**src/rtl/xif_commit_buffer.sv**
```systemverilog
// Commit/kill tracker and in-order result buffer between a XIF coprocessor datapath and the
// XIF result interface. Results leave only after commit, strictly in issue order; killed
// instructions are retired silently once their datapath result has come back.
module xif_commit_buffer #(
  parameter int unsigned DATA_WIDTH   = 32,
  parameter int unsigned XIF_ID_WIDTH = 4,
  parameter int unsigned DEPTH        = 4
) (
  input  logic                    clk_i,
  input  logic                    rst_ni,
  // Issue side
  input  logic                    alloc_valid_i,
  output logic                    alloc_ready_o,
  input  logic [XIF_ID_WIDTH-1:0] alloc_id_i,
  // Commit side
  input  logic                    commit_valid_i,
  input  logic [XIF_ID_WIDTH-1:0] commit_id_i,
  input  logic                    commit_kill_i,
  // Datapath result side
  input  logic                    cp_valid_i,
  output logic                    cp_ready_o,
  input  logic [XIF_ID_WIDTH-1:0] cp_id_i,
  input  logic [4:0]              cp_rd_i,
  input  logic [DATA_WIDTH-1:0]   cp_data_i,
  // XIF result side
  output logic                    result_valid_o,
  input  logic                    result_ready_i,
  output logic [XIF_ID_WIDTH-1:0] result_id_o,
  output logic [4:0]              result_rd_o,
  output logic [DATA_WIDTH-1:0]   result_data_o,
  // Status
  output logic [$clog2(DEPTH):0]  count_o,
  output logic                    err_o
);

  localparam int unsigned IdxW = $clog2(DEPTH);
  localparam int unsigned PtrW = IdxW + 1;

  logic [XIF_ID_WIDTH-1:0] id_q   [DEPTH];
  logic [XIF_ID_WIDTH-1:0] id_d   [DEPTH];
  logic [4:0]              rd_q   [DEPTH];
  logic [4:0]              rd_d   [DEPTH];
  logic [DATA_WIDTH-1:0]   data_q [DEPTH];
  logic [DATA_WIDTH-1:0]   data_d [DEPTH];

  logic [DEPTH-1:0] live_q, live_d;
  logic [DEPTH-1:0] committed_q, committed_d;
  logic [DEPTH-1:0] killed_q, killed_d;
  logic [DEPTH-1:0] done_q, done_d;

  // Pointers carry one extra wrap bit so full and empty are distinguishable.
  logic [PtrW-1:0] head_q, head_d;
  logic [PtrW-1:0] tail_q, tail_d;
  logic            err_q, err_d;

  logic [IdxW-1:0] head_idx, tail_idx;
  logic            full, alloc_fire;
  logic            head_emit, head_drop, retire;
  logic            cp_hit;
  logic            alloc_id_live;

  assign head_idx   = head_q[IdxW-1:0];
  assign tail_idx   = tail_q[IdxW-1:0];
  assign full       = (head_idx == tail_idx) && (head_q[IdxW] != tail_q[IdxW]);
  assign alloc_fire = alloc_valid_i && !full;

  assign head_emit = live_q[head_idx] && done_q[head_idx] && committed_q[head_idx] &&
                     !killed_q[head_idx];
  assign head_drop = live_q[head_idx] && done_q[head_idx] && killed_q[head_idx];
  assign retire    = head_drop || (head_emit && result_ready_i);

  // Next state: allocate, then apply commit (new slot included), datapath result
  // (registered live slots only), and finally head retirement.
  always_comb begin
    id_d        = id_q;
    rd_d        = rd_q;
    data_d      = data_q;
    live_d      = live_q;
    committed_d = committed_q;
    killed_d    = killed_q;
    done_d      = done_q;
    head_d      = head_q;
    tail_d      = tail_q;
    cp_hit      = 1'b0;

    if (alloc_fire) begin
      id_d[tail_idx]        = alloc_id_i;
      live_d[tail_idx]      = 1'b1;
      committed_d[tail_idx] = 1'b0;
      killed_d[tail_idx]    = 1'b0;
      done_d[tail_idx]      = 1'b0;
      tail_d                = tail_q + PtrW'(1);
    end

    for (int unsigned i = 0; i < DEPTH; i++) begin
      // A slot already resolved ignores further commits.
      if (commit_valid_i && live_d[i] && (id_d[i] == commit_id_i) &&
          !committed_d[i] && !killed_d[i]) begin
        if (commit_kill_i) begin
          killed_d[i] = 1'b1;
        end else begin
          committed_d[i] = 1'b1;
        end
      end
      if (cp_valid_i && live_q[i] && (id_q[i] == cp_id_i) && !done_q[i]) begin
        rd_d[i]   = cp_rd_i;
        data_d[i] = cp_data_i;
        done_d[i] = 1'b1;
        cp_hit    = 1'b1;
      end
    end

    if (retire) begin
      live_d[head_idx] = 1'b0;
      head_d           = head_q + PtrW'(1);
    end

    err_d = err_q || (cp_valid_i && !cp_hit);
  end

  // State registers with synchronous active-low reset.
  always_ff @(posedge clk_i) begin
    if (!rst_ni) begin
      id_q        <= '{default: '0};
      rd_q        <= '{default: '0};
      data_q      <= '{default: '0};
      live_q      <= '0;
      committed_q <= '0;
      killed_q    <= '0;
      done_q      <= '0;
      head_q      <= '0;
      tail_q      <= '0;
      err_q       <= 1'b0;
    end else begin
      id_q        <= id_d;
      rd_q        <= rd_d;
      data_q      <= data_d;
      live_q      <= live_d;
      committed_q <= committed_d;
      killed_q    <= killed_d;
      done_q      <= done_d;
      head_q      <= head_d;
      tail_q      <= tail_d;
      err_q       <= err_d;
    end
  end

  // Outputs come from registered state only; payload is zero when nothing is offered.
  always_comb begin
    alloc_ready_o  = !full;
    cp_ready_o     = 1'b1;
    count_o        = tail_q - head_q;
    err_o          = err_q;
    result_valid_o = head_emit;
    result_id_o    = '0;
    result_rd_o    = '0;
    result_data_o  = '0;
    if (head_emit) begin
      result_id_o   = id_q[head_idx];
      result_rd_o   = rd_q[head_idx];
      result_data_o = data_q[head_idx];
    end
  end

  // Does the incoming alloc ID collide with a slot that is still live?
  always_comb begin
    alloc_id_live = 1'b0;
    for (int unsigned i = 0; i < DEPTH; i++) begin
      if (live_q[i] && (id_q[i] == alloc_id_i)) begin
        alloc_id_live = 1'b1;
      end
    end
  end

  a_no_alloc_when_full : assert property (@(posedge clk_i) disable iff (!rst_ni)
    alloc_valid_i |-> alloc_ready_o);

  a_unique_live_id : assert property (@(posedge clk_i) disable iff (!rst_ni)
    alloc_fire |-> !alloc_id_live);

endmodule

```
**config.mk**
```make
export PLATFORM = sky130hd
export DESIGN_NAME = xif_commit_buffer
export DESIGN_NICKNAME = d
export VERILOG_FILES = /design/src/rtl/xif_commit_buffer.sv
export SDC_FILE = /design/constraint.sdc
export NUM_CORES = 1
export LEC_CHECK = 0
export ABC_AREA = 1
export BUFFER_PORTS_ARGS = -buffer_cell sky130_fd_sc_hd__clkbuf_2
export CORE_AREA = 2 2 154 156
export CTS_BUF_LIST = sky130_fd_sc_hd__clkbuf_4 sky130_fd_sc_hd__clkbuf_8
export DETAILED_ROUTE_END_ITERATION = 8
export DIE_AREA = 0 0 156 158
export HOLD_SLACK_MARGIN = 0.12
export PLACE_DENSITY_LB_ADDON = 0.3
export SYNTH_ARGS = -nofsm -noshare
export SYNTH_HDL_FRONTEND = slang
export SYNTH_SLANG_ARGS = --single-unit
export TNS_END_PERCENT = 20
```
**constraint.sdc**
```tcl
create_clock -name clk_i -period 2.91 [get_ports clk_i]
set_input_delay 0.291 -clock clk_i [delete_from_list [all_inputs] [get_ports clk_i]]
set_output_delay 0.291 -clock clk_i [all_outputs]
set_load 0.05 [all_outputs]
```
# ---- After elaboration in Yosys (flattened, before gate mapping)
# Cells that the tools add are included.
dict set report word_totals {
  regBits 187
  elab_cells 168
}
dict set report op_classes {
  add_sub_neg 3
  bitwise 9
  reduce_logical 60
  order_cmp 7
  n_mux 57
  eq_ne 10
}
# operator n
set op_table {}
lappend op_table {{$mux W32} 3}
lappend op_table {{$bmux W32 S2} 1}
lappend op_table {{$logic_and A1 B1 Y1} 39}
lappend op_table {{$mux W4} 9}
lappend op_table {{$eq A4 B4 Y1} 8}
lappend op_table {{$mux W1} 30}
lappend op_table {{$and A4 B4 Y4} 4}
lappend op_table {{$bwmux W16} 1}
lappend op_table {{$mux W16} 1}
lappend op_table {{$logic_not A1 Y1} 15}
lappend op_table {{$mux W5} 3}
lappend op_table {{$bmux W5 S2} 1}
lappend op_table {{$bmux W1 S2} 4}
lappend op_table {{$bmux W4 S2} 1}
lappend op_table {{$demux W4 S2} 1}
lappend op_table {{$not A4 Y4} 2}
lappend op_table {{$reduce_bool A2 Y1} 4}
lappend op_table {{$add A3 B1 Y3 const B} 2}
lappend op_table {{$ge A3 B3 Y1 const B} 2}
lappend op_table {{$lt A2 B3 Y1 const B} 2}
lappend op_table {{$not A2 Y3} 2}
lappend op_table {{$demux W1 S2} 2}
lappend op_table {{$ge A2 B1 Y1 const B} 2}
lappend op_table {{$or A4 B4 Y4} 1}
lappend op_table {{5 further kinds} 6}

# ---- Logic depth before layout (Yosys ltp)
# Gate-level depths: netlist of run 1.
dict set report logic_depth {
  word_depth 12
  ltp_mapped 16
  depth_no_buf 14
}

# ---- Least setup slack after synthesis of run 1
# Ideal clock, no wire load.
dict set report synth_path {
  path_type {register -> output}
  start {register head_q[0]}
  end {output port result_id_o[3]}
  path_buffers 3
  arrival_time_ns 2.233
  path_slack_ns 0.386
  required_ns 2.619
  stages_incl_launch_ff 6
  cell_sequence {dfxtp_1 -> buf_4 -> buf_2 -> buf_2 -> a21oi_1 -> a221oi_1}
}
dict set report synth_via {
  elab_chain_cells 6
}
# item line_no
set synth_lines {}
lappend synth_lines {{from (decl)} 52} ;# logic [PtrW-1:0] head_q, head_d;
lappend synth_lines {{from (signal assigned)} 131} ;# head_q <= '0;
lappend synth_lines {{from (signal assigned)} 142} ;# head_q <= head_d;
lappend synth_lines {{$bmux W1 S2} 67} ;# assign head_emit = live_q[head_idx] && done_q[head_idx] && committed_q[head_idx] &&
lappend synth_lines {{$mux W1 (not written as such)} 67}
lappend synth_lines {{$logic_and A1 B1 Y1 (3 in series)} 67}
lappend synth_lines {{$mux W4 *} 158} ;# if (head_emit) begin
lappend synth_lines {{to (decl)} 28} ;# output logic [XIF_ID_WIDTH-1:0] result_id_o,
# Every way passes the cells marked *; elsewhere a longest branch is shown, timed or not. The select of a mux whose other input is x is not followed.

# ---- Worst setup path after layout of run 1
dict set report layout_path {
  start {register head_q[0]}
  end {output port result_data_o[17]}
}
dict set report layout_via {
  elab_chain_cells 6
}
# item line_no
set layout_lines {}
lappend layout_lines {{$bmux W1 S2} 67}
lappend layout_lines {{$mux W1 (not written as such)} 67}
lappend layout_lines {{$logic_and A1 B1 Y1 (3 in series)} 67}
lappend layout_lines {{$mux W32 *} 158}
lappend layout_lines {{to (decl)} 30} ;# output logic [DATA_WIDTH-1:0] result_data_o,
# Marks and branches as above.

==> summary.txt, run 1 <==
Die width - 156 um
H-tree levels - 4
Dpl hpwl - 15.8 mm
Post-Syn Area - 9100 um^2
FF+latch area - 3750 um^2
Area of the multi-input gates - 4150 um^2
Leak - 3.89 nW
Drt total wl - 24.5 mm
Fin. max-slew vios - 0
Pre-Repair DR Iteration Count - 6
Initial Util - 39.5%
Post-synth cell types - 35
Final hold violations - 0
DIE HEIGHT - 158 um
Largest net degree at the start of global routing - 162
Fillers - 2322
Drt wl/cell - 14.8 um
Full die area - 24600 um^2
Setup_tns - 0 ns
IO Port Bufs - 102
Gr ovfl total - 0
Yosys warnings - 0
Total GRT Usage - 20.2%
Syn Inst Count - 1307
Area after DPL - 10300 um^2
Worst Max-Slew Pin Slew - 0.791 ns
Most frequent CP cell - buf_12
FMAX - 366 MHz
Antenna Violating Nets Remaining - 0
WS Path Type - reg2out
Reg-to-Reg Start - head_q[1]
Ports - 104
Most frequent cells in the layout - 299 x a21oi_1, 245 x o21ai_0, 201 x inv_1, 185 x dfxtp_1, 117 x nand2_1
Fraction of layout cells with a size suffix above 1 - 12.6%
Slew headroom - 47.1%
RSZ-0062 raised after global routing - no
Setup slack, reg-to-reg - 0.45 ns
Critical Path Source Type - flop
Worst stage delay on the critical path - 0.46 ns
Nets - 1427
Max cap viols - 0
Clock Latency Late Sink - 0.48 ns
Gp weighted congestion - 0.870
HP Class - in2reg
Slowest-stage cell, CP - dfxtp_4
Number of global-route vias before repair - 7570
CTS buffer count - 17
Syn Area/Cell - 6.96 um^2
Status - finished clean
Area Growth Syn to Fin - 19.6%
Reg2reg path depth - 14
Clock skew - 0.0188 ns
TritonCTS clock tree - built
Clock tree sinks - 187
Synth Register Bits - 187
Maximum fanout along the worst path - 32
DRC - 0
Setup crit end - result_data_o[17]
Vias per cell - 5.10
Hold Path Origin - cp_data_i[15]
Final setup vio count - 0
Post-Syn Nets - 1374
Max IR drop VDD - 0.000250 V
Finished Cell Area - 10900 um^2
DRT iter0 DRCs - 588
Power Dens Cells - 455 nW/um^2
Crit share post-route - 93.9%
Rows - 56
Initial antenna violation count - 1
Crit. End Element - output port
Clk root buf - clkbuf_8
Critical Path Start - head_q[0]
Most common cell after layout, fill and taps aside - a21oi_1
Worst-path clk slew - 0.10 ns
CP Cell Sequence - inv_4 > nand3_1 > a32oi_2 > nand3_4 > buf_12 > a21oi_1 > buf_12
Min Tclk post-route - 2.73 ns
Worst Path Required - 2.62 ns
CP arrival - 2.44 ns
First-pass GRT wire length - 39.6 mm
Via count - 8481
FF-to-FF End - committed_q[0]
Sequential area share after synthesis - 41.1%
CTS Buffer Depth - 2
Core ar. - 23100 um^2
[repair_timing]
item	CTS	global route
setup endpoints to repair	13	30
resized for setup	3	2
hold endpoints to repair	23	0
setup buffers	0	0
hold buffers	12	0
[stage by stage]
stage / hold slack, ns / power, mW / worst slack, ns / std cells / utilization [%]
3_3_place_gp: 0.428 / 3.15 / 0.431 / 1619 / 44.7
6_report: 0.139 / 4.95 / 0.178 / 1664 / 47.2
4_1_cts: 0.121 / 4.98 / 0.0658 / 1663 / 47.1
5_1_grt: 0.131 / 5.16 / 0.0107 / 1664 / 47.2
2_1_floorplan: 0.420 / 3.00 / 0.386 / 1307 / -
3_5_place_dp: 0.433 / 3.15 / 0.423 / 1619 / 44.7
[where the power goes]
part | internal [mW] | switching, mW
Combinational | 0.166 | 0.315
Sequential | 2.60 | 0.0376
Clock | 0.757 | 1.08
Total | 3.52 | 1.43
[cells by family (layout without fill, tap and decap cells)]
kind of cell               count (synthesis)  after routing  synth area share (%)
xor gates and xnor gates                  13             13                  1.25
AOI/OAI and AO/OA                        557            557                  31.1
buffers and inverters                    304            370                  13.5
other                                      1              2                0.0412
DFF                                      187            187                  41.1
adders and majority gates                 11             11                  1.59
and+or+nand+nor                          234            234                  11.3
[layer usage]
metal | vias to the layer above | track usage, % | share of wire [%]
met2 | 236 | 32.8 | 46
li1 | 4403 | - | -
met3 | 28 | 4.30 | 6.0
met1 | 3814 | 27.0 | 46
met4 | 0 | 5.85 | 1.8
met5 | - | 0 | 0
[synth_stat cells]
master / number / area share [%]
buf_6: 3 / 0.37
a21boi_1: 1 / 0.083
a21oi_1: 300 / 16
conb_1: 1 / 0.041
xnor2_1: 9 / 0.87
nand4_1: 8 / 0.55
nand2_4: 1 / 0.12
o21ai_0: 245 / 13
inv_2: 5 / 0.21
nor3_1: 4 / 0.22
o211ai_1: 1 / 0.083
nand2_2: 2 / 0.14
buf_2: 32 / 1.8
clkbuf_2: 2 / 0.11
nand2_1: 117 / 4.8
a221oi_1: 2 / 0.19
buf_1: 7 / 0.29
nor3b_2: 1 / 0.14
nand3_4: 1 / 0.19
and2_1: 2 / 0.14
nand3_2: 1 / 0.11
a221oi_2: 2 / 0.33
nand3_1: 58 / 3.2
nor2_1: 36 / 1.5
o21ai_1: 5 / 0.27
ha_1: 10 / 1.4
buf_4: 7 / 0.58
nor2_2: 3 / 0.21
clkbuf_1: 46 / 1.9
dfxtp_1: 187 / 41
inv_1: 201 / 8.3
clkinv_1: 1 / 0.041
a32oi_2: 1 / 0.18
fa_1: 1 / 0.22
xor2_1: 4 / 0.38
[layout make-up]
cell class	count	share of cell area [%]
inverters	207	7.17
clock inverters	14	1.64
clock buffers	18	2.28
repair buffers	131	13.0
well taps	290	3.34
multi-input cells	816	38.1
flip-flops and latches	187	34.5
diodes	1	0.0230
[registers in the layout (all words and copies together), names as in the netlist]
name / cells
data_q: 128
rd_q: 20
id_q: 16
committed_q: 4
done_q: 4
killed_q: 4
live_q: 4
head_q: 3
tail_q: 3
err_o: 1
[how the worst min path moves through the flow]
stage | cells after the start | end | slack, ns
floorplan | 2 | data_q[0] | 0.42
global placement | 2 | data_q[1] | 0.43
detailed placement | 2 | data_q[8] | 0.43
CTS | 3 | data_q[4] | 0.12
global route | 3 | data_q[29] | 0.13
finish | 3 | data_q[111] | 0.14
[critical path, delay by kind of cell (launching register included)]
family | cells | cell delay [ns]
AOI/OAI and AO/OA | 2 | 0.53
buffers and inverters | 3 | 0.62
DFF | 1 | 0.46
and+or+nand+nor | 2 | 0.33
No activity file was read; power rests on OpenSTA's default activity.
==> inputs of run 2 (changes only) <==
Settings changed: RECOVER_POWER set to 100.
==> run 2 against run 1 <==
Critical path depth stayed put. Register-to-register slack got worse by 0.15 ns. Fmax about the same. Clock-buffer cell count unchanged. Via count down 0.19%. Design area is 1.8% lower. Global-route usage unchanged. Total power about the same. Largest cell class unchanged.
==> summary.txt, run 2 (synthesis results as in run 1) <==
Nets - 1427 (unchanged)
Setup crit end - result_rd_o[2] (was result_data_o[17])
Full die area - 24600 um^2 (unchanged)
Rows - 56 (unchanged)
Via count - 8465 (was 8481)
Reg-to-Reg Start - head_q[1] (unchanged)
Routed wire length on met3 - 1.36 mm (was 1.47 mm)
HP Class - in2reg (unchanged)
Top Metal Used - met4 (unchanged)
Die width - 156 um (unchanged)
Worst-path clk slew - 0.10 ns (about the same)
WS Path Type - reg2out (unchanged)
Met1 Wirelength - 11.5 mm (was 11.3 mm)
Area Growth Syn to Fin - 17.4% (was 19.6%)
Critical Path Source Type - flop (unchanged)
CTS Buffer Depth - 2 (unchanged)
IO Port Bufs - 102 (unchanged)
Maximum fanout along the worst path - 32 (unchanged)
Fin. max-slew vios - 0 (unchanged)
Max FFs per register - 128 (unchanged)
Setup_tns - 0 ns (unchanged)
Ports - 104 (unchanged)
Final hold violations - 0 (unchanged)
Clock tree sinks - 187 (unchanged)
Worst Path Required - 2.62 ns (about the same)
Drt total wl - 24.6 mm (was 24.5 mm)
Most common cell after layout, fill and taps aside - a21oi_1 (unchanged)
Leak - 3.90 nW (was 3.89 nW)
FMAX - 366 MHz (about the same)
Setup Fix Bufs, Post-CTS - 0 (unchanged)
Largest regs - data_q x128, rd_q x20, id_q x16 (unchanged)
Max cap viols - 0 (unchanged)
Pre-Repair DR Iteration Count - 5 (was 6)
Vias per cell - 5.09 (was 5.10)
Most frequent cells in the layout - 299 x a21oi_1, 249 x o21ai_0, 204 x inv_1, 185 x dfxtp_1, 117 x nand2_1 (was 299 x a21oi_1, 245 x o21ai_0, 201 x inv_1, 185 x dfxtp_1, 117 x nand2_1)
TritonCTS clock tree - built (unchanged)
Clk root buf - clkbuf_8 (unchanged)
CTS buffer count - 17 (unchanged)
H-tree levels - 4 (unchanged)
Met2 routed WL - 11.4 mm (about the same)
Power Dens Cells - 463 nW/um^2 (was 455 nW/um^2)
Fraction of layout cells with a size suffix above 1 - 11.4% (was 12.6%)
Largest net degree at the start of global routing - 162 (unchanged)
WHS - 0.138 ns (was 0.139 ns)
Max IR drop VDD - 0.000250 V (about the same)
Status - finished clean (unchanged)
Total GRT Usage - 20.2% (unchanged)
Initial Util - 39.5% (unchanged)
Min Tclk post-route - 2.73 ns (about the same)
DRC - 0 (unchanged)
Fillers - 2349 (was 2322)
Critical Path Start - head_q[0] (unchanged)
Most flops, register - data_q (unchanged)
Gp weighted congestion - 0.870 (unchanged)
Worst Max-Slew Pin Slew - 1.25 ns (was 0.791 ns)
Clock skew - 0.0172 ns (was 0.0188 ns)
CP arrival - 2.44 ns (about the same)
Dpl hpwl - 15.8 mm (unchanged)
Gr ovfl total - 0 (unchanged)
DIE HEIGHT - 158 um (unchanged)
Initial antenna violation count - 1 (unchanged)
FF-to-FF End - committed_q[0] (unchanged)
Number of global-route vias before repair - 7570 (unchanged)
Clock Latency Late Sink - 0.48 ns (about the same)
Crit. End Element - output port (unchanged)
Reg2reg path depth - 14 (unchanged)
Drt wl/cell - 14.8 um (about the same)
DRT iter0 DRCs - 572 (was 588)
Crit share post-route - 93.8% (was 93.9%)
Core ar. - 23100 um^2 (unchanged)
RSZ-0062 raised after global routing - no (unchanged)
Setup slack, reg-to-reg - 0.30 ns (was 0.45 ns)
Antenna Violating Nets Remaining - 0 (unchanged)
Slew headroom - 16.4% (was 47.1%)
Final setup vio count - 0 (unchanged)
First-pass GRT wire length - 39.6 mm (unchanged)
[run 2: changes by cell type in the layout (fill, tap and decap cells not counted), moves of 3 or more]
cell	delta
dlymetal6s2s_1	+4
a221oi_1	+3
clkbuf_1	+6
a221oi_2	-3
buf_12	-12
o21ai_1	-4
clkbuf_2	+9
buf_4	-7
inv_1	+3
inv_2	-3
o21ai_0	+4
[run 2: power breakdown]
part | switching [mW] | internal (mW)
Clock | 1.08 | 0.758
Sequential | 0.0378 | 2.60
Combinational | 0.313 | 0.163
[run 2: repair_timing]
action / in CTS / in global routing
setup endpoints to repair: 13 / 30
endpoints found under the hold margin: 23 / 0
hold buffers: 12 / 0
resized for setup: 3 / 2
[run 2: final cells by class]
cell class / instances / area (um^2) / area share (%)
antenna: 1 / 2.50 / 0.0234
clock inverter: 14 / 179 / 1.67
inverter: 207 / 779 / 7.30
sequential: 187 / 3750 / 35.1
tap: 290 / 363 / 3.40
clock buffer: 18 / 248 / 2.32
multi-input combinational: 816 / 4130 / 38.6
timing repair buffer: 131 / 1240 / 11.6
[run 2: how the worst min path moves through the flow]
stage | startpoint | end | slack [ns] | cells past startpoint
global placement | data_q[1] | data_q[1] | 0.43 | 2
global route | cp_data_i[29] | data_q[29] | 0.13 | 3
finish | cp_data_i[15] | data_q[111] | 0.14 | 3
floorplan | data_q[0] | data_q[0] | 0.42 | 2
CTS | cp_data_i[4] | data_q[4] | 0.12 | 3
detailed placement | data_q[8] | data_q[8] | 0.43 | 2
[run 2: stage by stage]
stage / total power, mW / std cells / utilization [%] / cell area [um^2] / setup slack [ns]
finish: 4.95 / 1664 / 46.3 / 10700 / 0.181
global route: 5.15 / 1664 / 46.3 / 10700 / 0.0309
CTS: 4.98 / 1663 / 47.1 / 10900 / 0.0658
detailed placement: 3.15 / 1619 / 44.7 / 10300 / 0.423
global placement: 3.15 / 1619 / 44.7 / 10300 / 0.431
floorplan: 3.00 / 1307 / - / 9100 / 0.386
[run 2: per-layer routing]
metal  GRT usage (%)  vias to the layer above
li1                -                     4401
met1            27.0                     3823
met2            32.8                      217
met3            4.30                       24
met4            5.85                        0
met5               0                        -
[run 2: worst max-delay path, cell delays in order (launching register included)]
cell and delay [ns]:
dfxtp_4 0.46, inv_4 0.21, nand3_1 0.11, a32oi_2 0.26
nand3_4 0.21, buf_12 0.22, a21oi_1 0.15, clkbuf_2 0.30
==> inputs of run 3 (changes only) <==
Settings changed: RECOVER_POWER 100 to 25.
==> run 3 against run 2 <==
Die area unchanged. Sequential power about the same. Design area increased by 1.7%. Critical path type unchanged. Largest cell class unchanged. Largest power group unchanged. Highest routed layer unchanged.
==> summary.txt, run 3 (synthesis results as in run 1) <==
Vias per cell - 5.08 (was 5.09)
Worst stage delay on the critical path - 0.46 ns (about the same)
Drt total wl - 24.5 mm (was 24.6 mm)
Initial antenna violation count - 1 (unchanged)
Clock tree sinks - 187 (unchanged)
Most frequent cells in the layout - 299 x a21oi_1, 246 x o21ai_0, 201 x inv_1, 185 x dfxtp_1, 117 x nand2_1 (was 299 x a21oi_1, 249 x o21ai_0, 204 x inv_1, 185 x dfxtp_1, 117 x nand2_1)
Max FFs per register - 128 (unchanged)
Fraction of layout cells with a size suffix above 1 - 12.4% (was 11.4%)
Setup Fix Bufs, Post-CTS - 0 (unchanged)
Fillers - 2324 (was 2349)
Ports - 104 (unchanged)
Slew headroom - 16.2% (was 16.4%)
Status - finished clean (unchanged)
CTS Buffer Depth - 2 (unchanged)
Setup slack, reg-to-reg - 0.44 ns (was 0.30 ns)
TritonCTS clock tree - built (unchanged)
RSZ-0062 raised after global routing - no (unchanged)
Final hold violations - 0 (unchanged)
Fin. max-slew vios - 0 (unchanged)
Via count - 8460 (was 8465)
Setup_tns - 0 ns (unchanged)
Critical Path Source Type - flop (unchanged)
Most common cell after layout, fill and taps aside - a21oi_1 (unchanged)
FMAX - 365 MHz (was 366 MHz)
Drt wl/cell - 14.7 um (was 14.8 um)
First-pass GRT wire length - 39.6 mm (unchanged)
Pre-CTS setup slack - 0.423 ns (unchanged)
Core ar. - 23100 um^2 (unchanged)
Rows - 56 (unchanged)
Full die area - 24600 um^2 (unchanged)
DIE HEIGHT - 158 um (unchanged)
Reg-to-Reg Start - head_q[1] (unchanged)
Clock skew - 0.0171 ns (was 0.0172 ns)
Clock Latency Late Sink - 0.48 ns (about the same)
Power Dens Cells - 455 nW/um^2 (was 463 nW/um^2)
Hold Path Origin - cp_data_i[15] (unchanged)
Pre-Repair DR Iteration Count - 5 (unchanged)
Hold Path End - data_q[111] (unchanged)
Max IR drop VDD - 0.000249 V (was 0.000250 V)
Leak - 3.88 nW (was 3.90 nW)
Gr ovfl total - 0 (unchanged)
Reg2reg path depth - 14 (unchanged)
Met1 Wirelength - 11.3 mm (was 11.5 mm)
WHS Path Cells - 3 (unchanged)
Final setup vio count - 0 (unchanged)
Worst Max-Slew Pin Slew - 1.26 ns (was 1.25 ns)
Antenna Violating Nets Remaining - 0 (unchanged)
Met2 routed WL - 11.4 mm (about the same)
Dpl hpwl - 15.8 mm (unchanged)
DRC - 0 (unchanged)
Placed Instances - 1619 (unchanged)
Largest regs - data_q x128, rd_q x20, id_q x16 (unchanged)
Worst Path Required - 2.62 ns (about the same)
Maximum fanout along the worst path - 32 (unchanged)
Clk root buf - clkbuf_8 (unchanged)
CTS buffer count - 17 (unchanged)
CP arrival - 2.45 ns (was 2.44 ns)
Crit share post-route - 94.1% (was 93.8%)
Crit. End Element - output port (unchanged)
Non-Filler Instances - 1664 (unchanged)
Top Metal Used - met4 (unchanged)
Nets - 1427 (unchanged)
Area after DPL - 10300 um^2 (unchanged)
IO Port Bufs - 102 (unchanged)
Final WS setup - 0.172 ns (was 0.181 ns)
Die width - 156 um (unchanged)
Critical Path Start - head_q[0] (unchanged)
WS Path Type - reg2out (unchanged)
Largest net degree at the start of global routing - 162 (unchanged)
Total GRT Usage - 20.2% (unchanged)
Max cap viols - 0 (unchanged)
Gp weighted congestion - 0.870 (unchanged)
Number of global-route vias before repair - 7570 (unchanged)
Min Tclk post-route - 2.74 ns (was 2.73 ns)
HP Class - in2reg (unchanged)
Worst-path clk slew - 0.10 ns (about the same)
CP Cell Sequence - inv_4 > nand3_1 > a32oi_2 > nand3_4 > buf_12 > a21oi_1 > buf_12 (was inv_4 > nand3_1 > a32oi_2 > nand3_4 > buf_12 > a21oi_1 > clkbuf_2)
Most flops, register - data_q (unchanged)
Area Growth Syn to Fin - 19.4% (was 17.4%)
Finished Cell Area - 10900 um^2 (was 10700 um^2)
Most frequent CP cell - buf_12
DRT iter0 DRCs - 610 (was 572)
FF-to-FF End - committed_q[0] (unchanged)
Initial Util - 39.5% (unchanged)
H-tree levels - 4 (unchanged)
Routed wire length on met3 - 1.46 mm (was 1.36 mm)
Slowest-stage cell, CP - dfxtp_4 (unchanged)
## run 3: what timing repair did
item / CTS / global route
hold endpoints to repair: 23 / 0
pin swaps: 0 / 0
gates resized for setup: 3 / 2
hold buffers: 12 / 0
endpoints found under the setup margin: 13 / 30
## run 3: critical path: cells and delay by family, from the launching register on
kind,cells,cell delay (ns)
buffers and inverters,3,0.62
AOI/OAI and AO/OA,2,0.53
DFF,1,0.46
and+or+nand+nor,2,0.33
## run 3: worst max path at each step
| stage | cells after the start | slack (ns) | to |
|---|---|---|---|
| after floorplan | 5 | 0.39 | result_id_o[3] |
| after global placement | 6 | 0.43 | result_id_o[3] |
| after CTS | 7 | 0.07 | result_data_o[16] |
| after detailed placement | 6 | 0.42 | result_id_o[3] |
| final | 7 | 0.17 | result_data_o[17] |
| after global routing | 7 | 0.01 | result_data_o[5] |
## run 3: layout make-up
class / count / area [um^2] / share of cell area [%]
tap: 290 / 363 / 3.34
multi-input combinational: 816 / 4150 / 38.2
clock buffer: 18 / 248 / 2.28
timing repair buffer: 131 / 1400 / 12.9
antenna: 1 / 2.50 / 0.0230
sequential: 187 / 3750 / 34.5
inverter: 207 / 779 / 7.17
clock inverter: 14 / 179 / 1.65
## run 3: per-layer routing
metal	global-route usage, %	vias to the layer above
met5	0	-
met4	5.85	0
met3	4.30	25
met2	32.8	232
met1	27.0	3798
li1	-	4405
## run 3: metrics by stage
step           hold WS [ns]  power (mW)  utilization [%]
2_1_floorplan         0.420        3.00                -
3_3_place_gp          0.428        3.15             44.7
3_5_place_dp          0.433        3.15             44.7
4_1_cts               0.121        4.98             47.1
5_1_grt               0.131        5.16             47.1
6_report              0.136        4.95             47.1
## run 3: where the power goes
group          switching (mW)  internal [mW]  total [mW]
registers              0.0374           2.60        2.63
logic                   0.314          0.165       0.478
clock network            1.08          0.757        1.84
total                    1.43           3.52        4.95
